`src/rtl/fetch_redirect_ctrl.sv`:
```
// IF-stage fetch sequencer: owns the fetch PC, keeps one imem request in flight,
// squashes wrong-path words and feeds IF/ID through a one-entry skid buffer.
// Optional macro FETCH_REDIRECT_STATS_EN adds saturating redirect/killed counters.

module fetch_redirect_ctrl #(
    parameter logic [31:0] RESET_PC = 32'h0000_0000
) (
    input  logic        clk,
    input  logic        rst_n,
    input  logic        branch_e,
    input  logic [31:0] branch_target,
    input  logic        jalr_e,
    input  logic [31:0] jalr_target,
    input  logic        jal_d,
    input  logic [31:0] jal_target,
    input  logic        stall_f,
    output logic        imem_req,
    output logic [31:0] imem_addr,
    input  logic        imem_gnt,
    input  logic        imem_rvalid,
    input  logic [31:0] imem_rdata,
    output logic [31:0] inst_d,
    output logic [31:0] pc_d,
    output logic        inst_valid_d,
    output logic        flush_e
`ifdef FETCH_REDIRECT_STATS_EN
    ,
    output logic [31:0] redirect_cnt,
    output logic [31:0] killed_cnt
`endif
);

    typedef enum logic [1:0] {
        ST_BOOT  = 2'd0,
        ST_ISSUE = 2'd1,
        ST_WAIT  = 2'd2,
        ST_HOLD  = 2'd3
    } state_t;

    localparam logic [31:0] NOP_INST = 32'h0000_0013;

    state_t      state_r;
    state_t      state_nxt_s;
    logic [31:0] pc_f_r;
    logic [31:0] pc_f_nxt_s;
    logic [31:0] req_pc_r;
    logic [31:0] req_pc_nxt_s;
    logic        kill_r;
    logic        kill_nxt_s;

    logic [31:0] skid_inst_r;
    logic [31:0] skid_pc_r;
    logic        skid_ld_s;

    logic [31:0] inst_d_r;
    logic [31:0] pc_d_r;
    logic        inst_valid_d_r;
    logic [31:0] inst_d_nxt_s;
    logic [31:0] pc_d_nxt_s;
    logic        inst_valid_d_nxt_s;

    logic        redir_s;
    logic [31:0] target_s;
    logic        req_s;
    logic [31:0] addr_s;
    logic        deliver_s;
    logic [31:0] deliver_inst_s;
    logic [31:0] deliver_pc_s;

    // Redirect arbitration: EX branch beats EX jalr beats ID jal.
    always_comb begin
        redir_s = branch_e | jalr_e | jal_d;
        if (branch_e) begin
            target_s = branch_target;
        end else if (jalr_e) begin
            target_s = jalr_target;
        end else begin
            target_s = jal_target;
        end
    end

    // Fetch FSM next-state, memory request and delivery selection.
    always_comb begin
        state_nxt_s    = state_r;
        pc_f_nxt_s     = pc_f_r;
        req_pc_nxt_s   = req_pc_r;
        kill_nxt_s     = kill_r;
        skid_ld_s      = 1'b0;
        deliver_s      = 1'b0;
        deliver_inst_s = imem_rdata;
        deliver_pc_s   = req_pc_r;
        req_s          = 1'b0;
        addr_s         = pc_f_r;

        case (state_r)
            ST_BOOT: begin
                state_nxt_s = ST_ISSUE;
                if (redir_s) begin
                    pc_f_nxt_s = target_s;
                end else begin
                    pc_f_nxt_s = pc_f_r;
                end
            end

            ST_ISSUE: begin
                req_s = !stall_f || redir_s;
                if (redir_s) begin
                    addr_s = target_s;
                end else begin
                    addr_s = pc_f_r;
                end
                if (req_s && imem_gnt) begin
                    state_nxt_s  = ST_WAIT;
                    req_pc_nxt_s = addr_s;
                    pc_f_nxt_s   = addr_s + 32'd4;
                    kill_nxt_s   = 1'b0;
                end else if (redir_s) begin
                    pc_f_nxt_s = target_s;
                end else begin
                    pc_f_nxt_s = pc_f_r;
                end
            end

            ST_WAIT: begin
                if (redir_s) begin
                    pc_f_nxt_s = target_s;
                end else begin
                    pc_f_nxt_s = pc_f_r;
                end
                if (imem_rvalid) begin
                    // A redirect in the return cycle kills the word just like an earlier one.
                    if (kill_r || redir_s) begin
                        state_nxt_s = ST_ISSUE;
                        kill_nxt_s  = 1'b0;
                    end else if (stall_f) begin
                        state_nxt_s = ST_HOLD;
                        skid_ld_s   = 1'b1;
                    end else begin
                        state_nxt_s = ST_ISSUE;
                        deliver_s   = 1'b1;
                    end
                end else if (redir_s) begin
                    kill_nxt_s = 1'b1;
                end else begin
                    kill_nxt_s = kill_r;
                end
            end

            ST_HOLD: begin
                if (redir_s) begin
                    pc_f_nxt_s  = target_s;
                    state_nxt_s = ST_ISSUE;
                end else if (!stall_f) begin
                    deliver_s      = 1'b1;
                    deliver_inst_s = skid_inst_r;
                    deliver_pc_s   = skid_pc_r;
                    state_nxt_s    = ST_ISSUE;
                end else begin
                    state_nxt_s = ST_HOLD;
                end
            end

            default: begin
                state_nxt_s = ST_BOOT;
            end
        endcase
    end

    // IF/ID register next values: delivery, redirect bubble, stall hold, else bubble.
    always_comb begin
        inst_d_nxt_s       = inst_d_r;
        pc_d_nxt_s         = pc_d_r;
        inst_valid_d_nxt_s = inst_valid_d_r;
        if (deliver_s) begin
            inst_d_nxt_s       = deliver_inst_s;
            pc_d_nxt_s         = deliver_pc_s;
            inst_valid_d_nxt_s = 1'b1;
        end else if (redir_s) begin
            inst_valid_d_nxt_s = 1'b0;
        end else if (stall_f) begin
            inst_valid_d_nxt_s = inst_valid_d_r;
        end else begin
            inst_valid_d_nxt_s = 1'b0;
        end
    end

    // FSM state, fetch PC, in-flight request PC and kill flag.
    always_ff @(posedge clk or negedge rst_n) begin
        if (!rst_n) begin
            state_r  <= ST_BOOT;
            pc_f_r   <= RESET_PC;
            req_pc_r <= RESET_PC;
            kill_r   <= 1'b0;
        end else begin
            state_r  <= state_nxt_s;
            pc_f_r   <= pc_f_nxt_s;
            req_pc_r <= req_pc_nxt_s;
            kill_r   <= kill_nxt_s;
        end
    end

    // Skid buffer captures a returned word while decode is stalled.
    always_ff @(posedge clk or negedge rst_n) begin
        if (!rst_n) begin
            skid_inst_r <= NOP_INST;
            skid_pc_r   <= 32'h0000_0000;
        end else if (skid_ld_s) begin
            skid_inst_r <= imem_rdata;
            skid_pc_r   <= req_pc_r;
        end else begin
            skid_inst_r <= skid_inst_r;
            skid_pc_r   <= skid_pc_r;
        end
    end

    // IF/ID pipeline register.
    always_ff @(posedge clk or negedge rst_n) begin
        if (!rst_n) begin
            inst_d_r       <= NOP_INST;
            pc_d_r         <= 32'h0000_0000;
            inst_valid_d_r <= 1'b0;
        end else begin
            inst_d_r       <= inst_d_nxt_s;
            pc_d_r         <= pc_d_nxt_s;
            inst_valid_d_r <= inst_valid_d_nxt_s;
        end
    end

    assign imem_req     = req_s;
    assign imem_addr    = addr_s;
    assign inst_d       = inst_d_r;
    assign pc_d         = pc_d_r;
    assign inst_valid_d = inst_valid_d_r;
    // rst_n gates flush_e so a redirect seen during reset cannot clear ID/EX.
    assign flush_e      = rst_n & (branch_e | jalr_e);

`ifdef FETCH_REDIRECT_STATS_EN
    logic        drop_s;
    logic [31:0] redirect_cnt_r;
    logic [31:0] killed_cnt_r;

    assign drop_s = (state_r == ST_WAIT) && imem_rvalid && (kill_r || redir_s);

    // Saturating event counters.
    always_ff @(posedge clk or negedge rst_n) begin
        if (!rst_n) begin
            redirect_cnt_r <= 32'h0000_0000;
            killed_cnt_r   <= 32'h0000_0000;
        end else begin
            if (redir_s && (redirect_cnt_r != 32'hFFFF_FFFF)) begin
                redirect_cnt_r <= redirect_cnt_r + 32'd1;
            end else begin
                redirect_cnt_r <= redirect_cnt_r;
            end
            if (drop_s && (killed_cnt_r != 32'hFFFF_FFFF)) begin
                killed_cnt_r <= killed_cnt_r + 32'd1;
            end else begin
                killed_cnt_r <= killed_cnt_r;
            end
        end
    end

    assign redirect_cnt = redirect_cnt_r;
    assign killed_cnt   = killed_cnt_r;
`endif

endmodule

```
`config.mk`:
```
export PLATFORM = sky130hd
export DESIGN_NAME = fetch_redirect_ctrl
export DESIGN_NICKNAME = d
export VERILOG_FILES = /design/src/rtl/fetch_redirect_ctrl.sv
export SDC_FILE = /design/constraint.sdc
export NUM_CORES = 1
export LEC_CHECK = 0
export CAP_MARGIN = 20
export CORE_UTILIZATION = 45
export CTS_CLUSTER_SIZE = 30
export DETAILED_ROUTE_END_ITERATION = 10
export GPL_TIMING_DRIVEN = 0
export PLACE_DENSITY = 0.86
export SLEW_MARGIN = 5
export SYNTH_ARGS = -nofsm -noshare
export SYNTH_HDL_FRONTEND = slang
export SYNTH_SLANG_ARGS = --single-unit
```
`constraint.sdc`:
```
create_clock -name clk -period 2.5 [get_ports clk]
set_input_delay 0.5 -clock clk [delete_from_list [all_inputs] [get_ports clk]]
set_output_delay 0.5 -clock clk [all_outputs]
set_load 0.02 [all_outputs]
```
==> run summary <==
The number of top-level pins came out at 235. The cell type contributing the most total cell area after synthesis is dfrtp_1. The number of distinct standard cells referenced by the synthesized netlist came out at 59. The final layout contains 1427 nets. The maximum number of pins on one net before global-route repair came out at a little over 60. The HPWL after detailed placement came out at between 20000 and 25000 µm. The category of the critical setup timing path is in2reg. The clock latency reported for the late side of the worst-skew pair is 0.44 ns. The setup violation total in the final timing report came out at 40. The final wirelength came out at 37600 µm. The post-route clock period utilization came out at 114%. The launch point of the worst path is jalr_e. The area overhead of the layout relative to synthesis is 58.2%. The post-route netlist has 34.9% of its cells at a drive strength greater than 1.

The data arrival time of the critical path is 3.22 ns. In this run the remaining antenna-violating nets after routing total 0. Data on the critical path is required at its endpoint by 2.87 ns. The clock tree from TritonCTS is built. The maximum vdd ir drop is 0.437 mV. The final instance area came out at 15300 µm². The largest fanout on the critical path came out at 10.

The setup skew after layout came out at around 0.015 ns. The number of enable flip-flop cells after synthesis is 0. The clock network burns 20.4% of the power. After synthesis, the share of flip-flops with an asynchronous set or reset is between 90% and 100%.

The vias after detailed routing is 9413. Net switching is 38.8% of the power. The via count of the first global-routing pass came out at ~9300.

The final count of pins violating max slew came out at 0. The number of optimization iterations in the first detailed-route pass is 5. The average vias per placed instance is 5.98. The power density of the placed cells is 885 nW/µm². The combined global-route utilization of all metal layers is 31.2%. The part of the total power dissipated in combinational logic is 43.6%. The largest individual stage delay along the critical path comes from the cell or4b_4. The number of nets in the synthesized netlist is 1065. The sequential share of power is 36.0%. The longest individual stage delay on the worst path came out at 0.60 ns. The instance area at placement came out at around 13000 µm².

The number of buffers inserted during clock tree synthesis is 17. The endpoint type of the worst setup path is a flop. The average routed wire per standard cell came out at 23.9 µm.

The area of the mapped netlist came out at 9660 µm². The final setup slack of the worst path came out at -0.349 ns. The post-route minimum period came out at 2.85 ns. The internal power of the cells is 8.28 mW. The mean post-synth cell area came out at 10.5 µm².

The maximum count of clock buffers along a single path is 2. The clock sink total came out at 196. The initial antenna violation count is 0. The number of antenna diodes in the final layout is 0.

The floorplan step defined a die boundary enclosing 22100 µm². Walking the worst path, the cells encountered are buf_12, buf_8, buf_8, buf_6, buf_6, nor2b_4, a211oi_4, o22ai_2, or4b_4, or4b_4, nor3_4, xnor2_1. Of the synthesized area, sequential elements account for between 50 and 60%. The max-capacitance violation count is 0. Setup repair after global routing could not meet its margin everywhere.

In the synthesized netlist the dominant register cell turns out to be dfrtp_1. The DRC violation total after the first TritonRoute iteration is between 700 and 800. Summed over all cells, the static leakage comes to 7.11 nW. The count of buffers added on input and output ports is around 230. The total overflow left after global routing is 0. The initial core utilization came out at a little under half. The number of levels in the clock H-tree came out at 4.

Counting flops and latches in the post-synthesis netlist gives just under 200. Routability-driven placement finished with a final weighted congestion of 0.914. The first-pass GRT wire length is 51900 µm. The chip width came out at roughly 150 µm.

The synthesized instance count came out at a little over 900. The hold violation count in the final report is 0. The synthesized design devotes to its leading area cell type 49.2% of total area. The checks that failed: negative setup slack. The kind of launch point of the worst setup path is a primary input. The number of remaining DRC errors is 0. The clock-pin slew of the registers on the worst-case setup and hold paths came out at 0.08 ns. The final setup TNS is -5.00 ns. The run finished, with violations left. The slew at the pin with the worst max-slew slack came out at around 0.69 ns.

The maximum operating frequency is about 0.35 GHz. The die is between 100 and 150 µm tall. The power consumption came out at 13.5 mW. The count of standard-cell rows is 53. The core box area is 21000 µm². The origin of the critical flop-to-flop path is pc_f_r[12]. By area the synthesized netlist is led by dfrtp_1 49%, mux2i_1 8.0%, mux2_2 7.7%.

The tree is rooted in a clkbuf_16. In this run the worst hold path is classified as in2async. For this design the total switching power over the nets is 5.24 mW.

The total of warnings raised by yosys is 0. Headroom to the max-slew limit came out at approximately 54%.
sequential cells by signal, indices dropped and copies added (netlist names):
| signal | count |
|---|---|
| kill_r | 1 |
| pc_d | 32 |
| pc_f_r | 32 |
| skid_inst_r | 32 |
| skid_pc_r | 32 |
| inst_valid_d | 1 |
| state_r | 2 |
| req_pc_r | 32 |
| inst_d | 32 |
routing by layer:
layer | global-route usage (%) | wire (µm) | up-vias | part of all wire, %
met5 | 0 | 0 | - | 0
met3 | 6.87 | 3620 | 205 | 9.6
met2 | 53.3 | 18200 | 664 | 48
met1 | 36.9 | 13300 | 4555 | 35
li1 | - | - | 3989 | -
met4 | 16.2 | 2490 | 0 | 6.6
layout by cell type (no fill, tap or decap), types with 13 or more instances in the layout:
cell,instances
buf_6,38
a21oi_1,21
buf_2,13
nor2_1,37
xor2_1,13
clkbuf_16,20
mux2_2,66
nand2_1,118
mux2i_1,68
clkbuf_2,14
xnor2_1,14
o21ai_0,99
nand3b_1,13
a21oi_2,34
buf_12,13
dfrtp_1,189
buf_4,91
clkdlybuf4s50_1,188
synthesized netlist by cell type (5+ instances only):
| library cell | n |
|---|---|
| a2bb2oi_1 | 13 |
| nor2_1 | 49 |
| dfstp_2 | 6 |
| xor2_1 | 13 |
| nor3_1 | 6 |
| nor2b_1 | 12 |
| buf_2 | 12 |
| nand2_1 | 123 |
| mux2_2 | 66 |
| nor4_1 | 5 |
| o21ai_0 | 108 |
| inv_1 | 15 |
| xnor2_1 | 16 |
| nand3_1 | 7 |
| o22ai_1 | 6 |
| buf_6 | 5 |
| a21oi_1 | 64 |
| dfrtp_1 | 190 |
| nand3b_1 | 13 |
| ha_1 | 5 |
| clkbuf_1 | 37 |
| mux2i_1 | 77 |
| a211oi_1 | 9 |
area by class of cell:
type                    instances  area, µm²
repair buffers                345       3380
clock buffers                  18        439
plain buffers                  59        602
well taps                     275        344
flip-flops and latches        196       4910
inverters                      15       60.1
fillers                      1345       5740
multi-input cells             652       5410
clock inverters                14        140
per-stage QoR:
stage	util, %	cells	setup slack (ns)	hold WS [ns]
finish	72.7	1574	-0.349	0.0300
global placement	60.0	1432	-7.10	0.460
floorplan	-	924	-0.308	0.204
CTS	69.6	1538	-0.183	0.0293
detailed placement	60.1	1433	-1.80	0.469
global route	72.7	1574	-0.372	0.0363
path summary, 6_finish.rpt:
path	endpoint	slack, ns	cells after the start
max in group asynchronous	skid_inst_r[0]	2.00	2
setup / recovery	pc_f_r[19]	-0.35	12
min in group clk	inst_d[6]	0.48	2
setup reg to reg	pc_f_r[31]	-0.18	9
hold / removal	skid_pc_r[2]	0.03	2
hold reg to reg	inst_d[6]	0.48	2
worst max-delay path: cells and delay by family:
kind,cells,cell delay (ns)
XOR/XNOR,1,0.14
AO/OA/AOI/OAI,2,0.47
AND/OR/NAND/NOR,4,1.52
buffers and inverters,5,0.58
cells by family (layout without fill, tap and decap cells):
group / count (synthesis) / count (layout) / synth area share [%]
compound gates: 225 / 225 / 13.5
simple gates: 250 / 250 / 12.8
buf+inv: 76 / 451 / 3.85
xor+xnor: 29 / 29 / 2.63
fa+ha+maj: 5 / 5 / 0.648
flops: 196 / 196 / 50.9
mux: 143 / 143 / 15.7
power by group through the flow:
stage / Clock (mW) / Combinational [mW] / Sequential [mW]
floorplan: 0 / 2.23 / 5.26
global placement: 0 / 5.02 / 4.81
detailed placement: 0 / 5.13 / 4.87
CTS: 2.77 / 5.52 / 4.82
global route: 2.90 / 6.25 / 4.97
finish: 2.76 / 5.90 / 4.86
timing repair:
| action | in CTS | in global routing |
|---|---|---|
| pin swaps | 54 | 46 |
| cloned | 3 | 3 |
| endpoints found under the hold margin | 38 | 0 |
| hold buffers | 1 | 0 |
| endpoints found under the setup margin | 225 | 141 |
| resized for setup | 341 | 106 |
| setup buffers | 71 | 35 |
Power figures use the tool's default switching activity.
